$ cat src/rtl/conv_stream_engine_if.sv
// Handshake bundle for conv_stream_engine: job control, tap input stream, result output stream.
// Both streams use valid/ready: a transfer happens on a rising edge where valid and ready are both high;
// a producer holds its payload steady while valid is high and not yet accepted.
interface conv_stream_engine_if #(parameter int WIDTH = 32);
  logic             start;
  logic [WIDTH-1:0] bias;
  logic             busy;
  logic             in_valid;
  logic             in_ready;
  logic [WIDTH-1:0] in_data;
  logic [WIDTH-1:0] in_weight;
  logic             out_valid;
  logic             out_ready;
  logic [WIDTH-1:0] out_data;

  modport master (
    output start, bias, in_valid, in_data, in_weight, out_ready,
    input  busy, in_ready, out_valid, out_data
  );

  modport slave (
    input  start, bias, in_valid, in_data, in_weight, out_ready,
    output busy, in_ready, out_valid, out_data
  );
endinterface

$ cat src/rtl/conv_stream_engine.sv
// Sign-magnitude saturating multiply-accumulate over KSIZE*KSIZE taps, plus bias, optional ReLU.
// Define CONV_RELU_EN to clamp negative results to +0.
module conv_stream_engine #(
  parameter int KSIZE = 7,
  parameter int WIDTH = 32,
  parameter int FRAC  = 15
) (
  input  logic                 clk,
  input  logic                 rst_n,
  conv_stream_engine_if.slave  bus,
  output logic [1:0]           dbg_state_o
);
  localparam int MW    = WIDTH - 1;
  localparam int NTAPS = KSIZE * KSIZE;
  localparam int CW    = (NTAPS > 1) ? $clog2(NTAPS) : 1;
  localparam logic [CW-1:0] LAST_TAP = CW'(NTAPS - 1);

  typedef enum logic [1:0] {S_IDLE, S_ACCUM, S_BIAS, S_OUT} state_t;

  state_t           state_q;
  logic [CW-1:0]    tap_cnt_q;
  logic [WIDTH-1:0] acc_q, bias_q, out_data_q;
  logic             in_ready_q, out_valid_q, busy_q;

  function automatic logic [WIDTH-1:0] sm_add(input logic [WIDTH-1:0] a, input logic [WIDTH-1:0] b);
    logic [MW:0]   sum;
    logic [MW-1:0] mag;
    logic          sgn;
    if (a[MW] == b[MW]) begin
      sum = {1'b0, a[MW-1:0]} + {1'b0, b[MW-1:0]};
      mag = sum[MW] ? {MW{1'b1}} : sum[MW-1:0];
      sgn = a[MW];
    end else if (a[MW-1:0] >= b[MW-1:0]) begin
      mag = a[MW-1:0] - b[MW-1:0];
      sgn = a[MW];
    end else begin
      mag = b[MW-1:0] - a[MW-1:0];
      sgn = b[MW];
    end
    // Zero always leaves as +0 so -0 never propagates.
    return {sgn & (|mag), mag};
  endfunction

  function automatic logic [WIDTH-1:0] sm_mul(input logic [WIDTH-1:0] a, input logic [WIDTH-1:0] b);
    logic [2*MW-1:0] p;
    logic [2*MW-1:0] ps;
    logic [MW-1:0]   mag;
    p   = {{MW{1'b0}}, a[MW-1:0]} * {{MW{1'b0}}, b[MW-1:0]};
    ps  = p >> FRAC;
    mag = (|ps[2*MW-1:MW]) ? {MW{1'b1}} : ps[MW-1:0];
    return {(a[MW] ^ b[MW]) & (|mag), mag};
  endfunction

  function automatic logic [WIDTH-1:0] post(input logic [WIDTH-1:0] x);
`ifdef CONV_RELU_EN
    return x[MW] ? '0 : x;
`else
    return x;
`endif
  endfunction

  always_ff @(posedge clk or negedge rst_n) begin
    if (!rst_n) begin
      state_q     <= S_IDLE;
      tap_cnt_q   <= '0;
      acc_q       <= '0;
      bias_q      <= '0;
      out_data_q  <= '0;
      in_ready_q  <= 1'b0;
      out_valid_q <= 1'b0;
      busy_q      <= 1'b0;
    end else begin
      case (state_q)
        S_IDLE: begin
          if (bus.start) begin
            bias_q     <= bus.bias;
            acc_q      <= '0;
            tap_cnt_q  <= '0;
            in_ready_q <= 1'b1;
            busy_q     <= 1'b1;
            state_q    <= S_ACCUM;
          end
        end
        S_ACCUM: begin
          if (bus.in_valid && in_ready_q) begin
            acc_q <= sm_add(acc_q, sm_mul(bus.in_data, bus.in_weight));
            if (tap_cnt_q == LAST_TAP) begin
              in_ready_q <= 1'b0;
              state_q    <= S_BIAS;
            end else begin
              tap_cnt_q <= tap_cnt_q + 1'b1;
            end
          end
        end
        S_BIAS: begin
          out_data_q  <= post(sm_add(acc_q, bias_q));
          out_valid_q <= 1'b1;
          state_q     <= S_OUT;
        end
        S_OUT: begin
          if (bus.out_ready) begin
            out_valid_q <= 1'b0;
            busy_q      <= 1'b0;
            state_q     <= S_IDLE;
          end
        end
        default: state_q <= S_IDLE;
      endcase
    end
  end

  assign bus.busy      = busy_q;
  assign bus.in_ready  = in_ready_q;
  assign bus.out_valid = out_valid_q;
  assign bus.out_data  = out_data_q;
  assign dbg_state_o   = state_q;
endmodule

$ cat src/flat_wrapper.sv
// flat-port wrapper written by rule: the top's interface ports become plain ports
module conv_stream_engine_flat 
#(
  parameter int KSIZE = 7,
  parameter int WIDTH = 32,
  parameter int FRAC  = 15
)
  (clk, rst_n, dbg_state_o, bus_start, bus_bias, bus_in_valid, bus_in_data, bus_in_weight, bus_out_ready, bus_busy, bus_in_ready, bus_out_valid, bus_out_data);
  conv_stream_engine_if #(.WIDTH(WIDTH)) bus_i ();
  input  logic clk;
  input  logic rst_n;
  output logic [1:0] dbg_state_o;
  input wire logic [$bits(bus_i.start)-1:0] bus_start;
  input wire logic [$bits(bus_i.bias)-1:0] bus_bias;
  input wire logic [$bits(bus_i.in_valid)-1:0] bus_in_valid;
  input wire logic [$bits(bus_i.in_data)-1:0] bus_in_data;
  input wire logic [$bits(bus_i.in_weight)-1:0] bus_in_weight;
  input wire logic [$bits(bus_i.out_ready)-1:0] bus_out_ready;
  output wire logic [$bits(bus_i.busy)-1:0] bus_busy;
  output wire logic [$bits(bus_i.in_ready)-1:0] bus_in_ready;
  output wire logic [$bits(bus_i.out_valid)-1:0] bus_out_valid;
  output wire logic [$bits(bus_i.out_data)-1:0] bus_out_data;
  assign bus_i.start = bus_start;
  assign bus_i.bias = bus_bias;
  assign bus_i.in_valid = bus_in_valid;
  assign bus_i.in_data = bus_in_data;
  assign bus_i.in_weight = bus_in_weight;
  assign bus_i.out_ready = bus_out_ready;
  assign bus_busy = bus_i.busy;
  assign bus_in_ready = bus_i.in_ready;
  assign bus_out_valid = bus_i.out_valid;
  assign bus_out_data = bus_i.out_data;
  conv_stream_engine #(.KSIZE(KSIZE), .WIDTH(WIDTH), .FRAC(FRAC)) u_core (.clk(clk), .rst_n(rst_n), .bus(bus_i), .dbg_state_o(dbg_state_o));
endmodule
$ cat config.mk
export PLATFORM = sky130hd
export DESIGN_NAME = conv_stream_engine_flat
export DESIGN_NICKNAME = d
export VERILOG_FILES = /design/src/rtl/conv_stream_engine_if.sv /design/src/rtl/conv_stream_engine.sv /design/src/flat_wrapper.sv
export SDC_FILE = /design/constraint.sdc
export NUM_CORES = 2
export LEC_CHECK = 0
export CORE_ASPECT_RATIO = 0.8
export CORE_UTILIZATION = 40
export DETAILED_ROUTE_END_ITERATION = 8
export SLEW_MARGIN = 5
export SYNTH_ARGS = -nofsm -noshare
export SYNTH_HDL_FRONTEND = slang
export SYNTH_SLANG_ARGS = --single-unit
$ cat constraint.sdc
create_clock -name clk -period 7.59 [get_ports clk]
set_input_delay 1.518 -clock clk [delete_from_list [all_inputs] [get_ports clk]]
set_output_delay 1.518 -clock clk [all_outputs]
set_load 0.005 [all_outputs]
Yosys cells after proc, flatten, opt, wreduce, memory -nomap -nowiden
Cells that the tools add are included.
Cells by class
  reductions and logical operators: 16
  add/sub/neg operators: 7
  multiplexer cells: 36
  $lt $le $gt $ge: 2
  bitwise operators: 4
  equality and inequality tests: 11
  multiply operators: 1
Operators with widths (number)
  31-bit 2-to-1 mux: 10
  31-bit subtractor: 4
  31-bit OR reduction: 3
  31-bit by 31-bit adder with 32-bit output: 2
  32-bit 2-to-1 mux: 2
  32-bit one-hot mux with 2 select lines: 1
  31-bit greater-or-equal comparator: 2
  31-bit by 31-bit multiplier with 62-bit output: 1
  6-bit 2-to-1 mux: 3
  16-bit OR reduction: 1
  6-bit one-hot mux with 2 select lines: 1
  4-bit AND reduction: 3
  1-bit 2-to-1 mux: 11
  2-bit 2-to-1 mux: 4
  2-bit one-hot mux with 4 select lines: 1
  6-bit by 1-bit adder with 6-bit output (second input constant): 1
  6-bit == test (second input constant): 1
  2-bit != test (second input constant): 3
  1-bit one-hot mux with 2 select lines: 3
  3-bit AND reduction: 2
  2-bit nonzero test: 3
  2-bit == test (second input constant): 2
  2-bit by 1-bit != test with 1-bit output (second input constant): 2
  2-bit AND reduction: 2
  other kinds (6): 9
Storage, ports and cells
  flip-flop bits (word level): 107
  input bits: 101
  logic and storage cells: 85
  output and inout bits: 37

Longest topological paths before layout
  word-level depth: 13
  mapped depth: 53
  gate-level depth less buffers: 49

Worst setup path before layout
OpenSTA, ideal clock, no wires.
  kind: input port to flip-flop
  from: input bus_in_data[24]
  to: register u_core.acc_q[31]
  stages on the path: 48
  data arrival time: 13.084 ns
  path buffers: 5
  library setup time: 0.126 ns
  required time: 7.464 ns
  slack: -5.620 ns
  cells stage by stage: clkbuf_1 -> and2_1 -> fa_1 -> fa_1 -> inv_1 -> fa_1 -> fa_1 -> inv_1 -> fa_1 -> fa_1 -> fa_1 -> inv_1 -> fa_1 -> inv_1 -> ha_1 -> buf_2 -> nand2_1 -> o21a_1 -> [12 not listed] -> clkbuf_1 -> nor3_1 -> nor2_1 -> o41a_1 -> or4_1 -> a21boi_1 -> a211o_1 -> a31oi_1 -> a21oi_1 -> mux2_2 -> or3_1 -> a211oi_1 -> a211oi_1 -> nor4_1 -> nand4_1 -> nor4_2 -> o31ai_1 -> o2bb2ai_1
On the way
  word-level cells in the longest chain between the ends: 13
  elaborated cells on any way between the ends: 23
  classes of those cells: add/sub (3); mul (1); order compare (1); eq/ne (1); mux (12); bitwise (2); reduce/logical (3)
RTL lines
  start, declared: line flat_wrapper.sv:16  | input wire logic [$bits(bus_i.in_data)-1:0] bus_in_data;
  31-bit by 31-bit multiplier with 62-bit output (*): line conv_stream_engine.sv:48  | p = {{MW{1'b0}}, a[MW-1:0]} * {{MW{1'b0}}, b[MW-1:0]};
  16-bit OR reduction: line conv_stream_engine.sv:50  | mag = (|ps[2*MW-1:MW]) ? {MW{1'b1}} : ps[MW-1:0];
  31-bit 2-to-1 mux (*): line conv_stream_engine.sv:50
  branches (longest 7 deep; another with 31-bit subtractor)
  1-bit AND (*): line conv_stream_engine.sv:41  | return {sgn & (|mag), mag};
  32-bit 2-to-1 mux (*): line conv_stream_engine.sv:85  | if (bus.in_valid && in_ready_q) begin
  32-bit one-hot mux with 2 select lines (*): line conv_stream_engine.sv:73  | case (state_q)
  end signal, assigned: line conv_stream_engine.sv:86  | acc_q <= sm_add(acc_q, sm_mul(bus.in_data, bus.in_weight));
  end, declared: line conv_stream_engine.sv:22  | logic [WIDTH-1:0] acc_q, bias_q, out_data_q;
Mark *: on every way between the ends. The select of a mux whose other input is x is not followed.
A chain may end at the register's enable or synchronous reset.

Worst setup path after layout
  from: input bus_in_weight[7]
  to: register u_core.acc_q[31]
On the way
  word-level cells in the longest chain between the ends: 13
  elaborated cells on any way between the ends: 23
  classes of those cells: add/sub (3); mul (1); order compare (1); eq/ne (1); mux (12); bitwise (2); reduce/logical (3)
RTL lines
  start, declared: line flat_wrapper.sv:17  | input wire logic [$bits(bus_i.in_weight)-1:0] bus_in_weight;
  31-bit by 31-bit multiplier with 62-bit output (*): line conv_stream_engine.sv:48
  16-bit OR reduction: line conv_stream_engine.sv:50
  31-bit 2-to-1 mux (*): line conv_stream_engine.sv:50
  branches (longest 7 deep; another with 31-bit subtractor)
  1-bit AND (*): line conv_stream_engine.sv:41
  32-bit 2-to-1 mux (*): line conv_stream_engine.sv:85
  32-bit one-hot mux with 2 select lines (*): line conv_stream_engine.sv:73
Marks and branches as above.

==> metrics <==
met2 wire len=between 70000 and 80000 um; DP HPWL=around 130000 um; Yosys top cell by area=fa_1; Netlist cell types=between 80 and 90; Crit path required time=about 8000 ps; CP startpoint=bus_in_weight[7]; CP most frequent cell=fa_1; post-route cell area=59900 sq um; Max Clock Freq=between 70 and 80 MHz; cts hold-fix bufs=0; First DRT Iteration DRCs=3639; Setup WS post-layout=-5670 ps; Synth warnings=0; Area growth syn-to-layout=30.2%; GP Congestion=0.952; Hold Crit Depth=2; first-pass GRT wire length=approximately 250000 um; clk_lat worst skew=around 380 ps; Pre-Repair DR Iteration Count=5; r2r startpoint=u_core.acc_q[12]; Setup Viol. Count Final=32; flops & latches, synth=roughly 110; worst hold path type=reg2reg; relative slew slack=31.8%; Synth async-reset ratio=between 90% and 100%; Critical Path AT=approximately 14000 ps; ANT nets after route=0; I/O Buffers=roughly 140; RR Endpoint=u_core.bus.out_data[31]; vias=approximately 42k; Vias/cell=between 5 and 6; chip width=between 300 and 400 um; clock tree sinks=107; initial core utilization=40.6%; critical path class=in2reg; WL final=~160000 um; Syn Nets=roughly 6.8k; most frequent cell after synthesis=inv_1; DR WL met3=between 10000 and 15000 um; residual DRC count=0; Die H=a little over 300 um; RSZ-0062 raised after global routing=yes; initial antenna violation count=6; Root Driver=clkbuf_16; setup slack, reg-to-reg=about 1200 ps; syn avg cell area=between 8 and 9 sq um; H-tree depth=3; Worst-path clk slew=~80 ps; post-synth top area share=36.6%; total die area=116000 sq um; clk_skew=approximately 17 ps; area of placed instances=between 50000 and 60000 sq um; Final Hold Viols=0; EDFF count, synth=0; Slowest-stage cell, CP=fa_2; Reg2Reg Depth=17; crit path launch type=input port; Commonest cells post-synth=inv_1, fa_1, and2_1; TritonCTS clock tree=built; io pins=~140; drt wl/cell=roughly 20 um; vias in the first global route=42.7k; Synth Cell Area=46000 sq um; Critical Path Fanout Max=7; Core ar.=~110000 sq um; share of layout cells above drive strength 1=24.6%; Final Slew Violations=0; Hold Startpoint=u_core.bus.out_data[0]; largest net degree at the start of global routing=62; final period utilization=175%; Clock Tree Buf Depth=2; failing checks=negative setup slack; Gate Count Post-Synth=around 5.4k; top_reg_cell synth=dfrtp_1; max incr delay on CP=between 500 and 600 ps; Slew @ Worst Pin=between 1000 and 1500 ps; top cells by area, synth=fa_1, ha_1, inv_1; Hold Path End=u_core.bus.out_data[0]; fin nets=7681; CP endpoint kind=register; num rows=110; GRT overflow=0; post-layout minimum cycle time=roughly 13000 ps; M1 WL=between 70000 and 80000 um; cts bufs inserted=9; run status=finished with violations; highest metal used=met5; sequential share of the synthesized area=between 5 and 6%; total of max-cap violations=0; Total GRT Usage=around 27%
## stage by stage
step	setup slack, ps	hold slack [ps]	TNS (ps)	util (%)	instances
3_3_place_gp	-6890	487	-186250	48.7	7586
6_report	-5670	511	-160680	52.9	7815
4_1_cts	-5440	519	-149680	51.8	7772
5_1_grt	-6050	530	-170610	52.9	7812
2_1_floorplan	-4770	483	-128730	-	5447
3_5_place_dp	-6800	498	-186190	48.7	7586
## routing by layer
layer  global-route usage, %  vias to the layer above
met5                       0                        -
met4                    5.03                        4
met3                    4.61                      224
met2                    41.7                     1579
met1                    40.7                    21200
li1                        -                    18900
## layout make-up
| cell class | instances | area [sq um] |
|---|---|---|
| clock buffer | 10 | 229 |
| antenna | 3 | 7.51 |
| fill | 10400 | 53400 |
| clock inverter | 6 | 57.6 |
| tap | 1512 | 1890 |
| inverter | 979 | 3670 |
| sequential | 107 | 2680 |
| timing repair buffer | 1153 | 10800 |
| multi-input combinational | 4045 | 40500 |
## layout by cell type (no fill, tap or decap), drive strengths merged, types with 13 or more instances in the layout
master,instances
inv,981
or2,17
ha,443
dfrtp,107
bufbuf,16
nor3,56
a221oi,17
clkbuf,16
o31ai,22
a311oi,13
a31oi,33
o21ai,133
nor2,260
nor2b,19
fa,842
o21bai,48
a211oi,43
or3,23
a22o,13
o21a,30
a21o,74
buf,1032
mux2,49
nand2b,36
xor2,22
o211ai,22
nand3,47
a21oi,285
nand2,554
nand4,55
a211o,14
and2,586
xnor2,40
o22ai,21
nor4,22
clkdlybuf4s50,80
and3,24
mux2i,32
## sequential cells by signal, indices dropped and copies added, names as in the netlist
register              count
u_core.acc_q             32
u_core.bias_q            32
u_core.bus.out_data      32
u_core.tap_cnt_q          6
u_core.dbg_state_o        2
u_core.bus.busy           1
u_core.bus.in_ready       1
u_core.bus.out_valid      1
## critical path: cells and delay by family
kind | cells | cell delay (ps)
muxes | 1 | 260
AOI/OAI and AO/OA | 14 | 2540
xor gates and xnor gates | 1 | 150
and+or+nand+nor | 13 | 3330
buffers and inverters | 9 | 1200
adders and majority gates | 10 | 4480
## worst max-delay path by stage
| stage | endpoint | slack [ps] | depth (start not counted) |
|---|---|---|---|
| 2_1_floorplan | u_core.acc_q[31] | -4770 | 47 |
| 3_3_place_gp | u_core.acc_q[31] | -6890 | 50 |
| 3_5_place_dp | u_core.acc_q[31] | -6800 | 46 |
| 4_1_cts | u_core.acc_q[31] | -5440 | 50 |
| 5_1_grt | u_core.acc_q[31] | -6050 | 48 |
| 6_report | u_core.acc_q[31] | -5670 | 48 |
## repair_timing
item	in CTS	in global routing
setup endpoints to repair	32	32
resized for setup	521	223
cloned	26	3
pin swaps	213	185
buffers inserted	146	48
## logic make-up after synthesis
group / synth area share (%)
simple gates: 18.8
buf+inv: 10.7
fa+ha+maj: 48.7
compound gates: 12.9
flops: 5.82
mux: 1.90
xor+xnor: 1.18
Power is not shown: default switching activity piles up to over one toggle a cycle in this logic, so the estimate is an artifact.
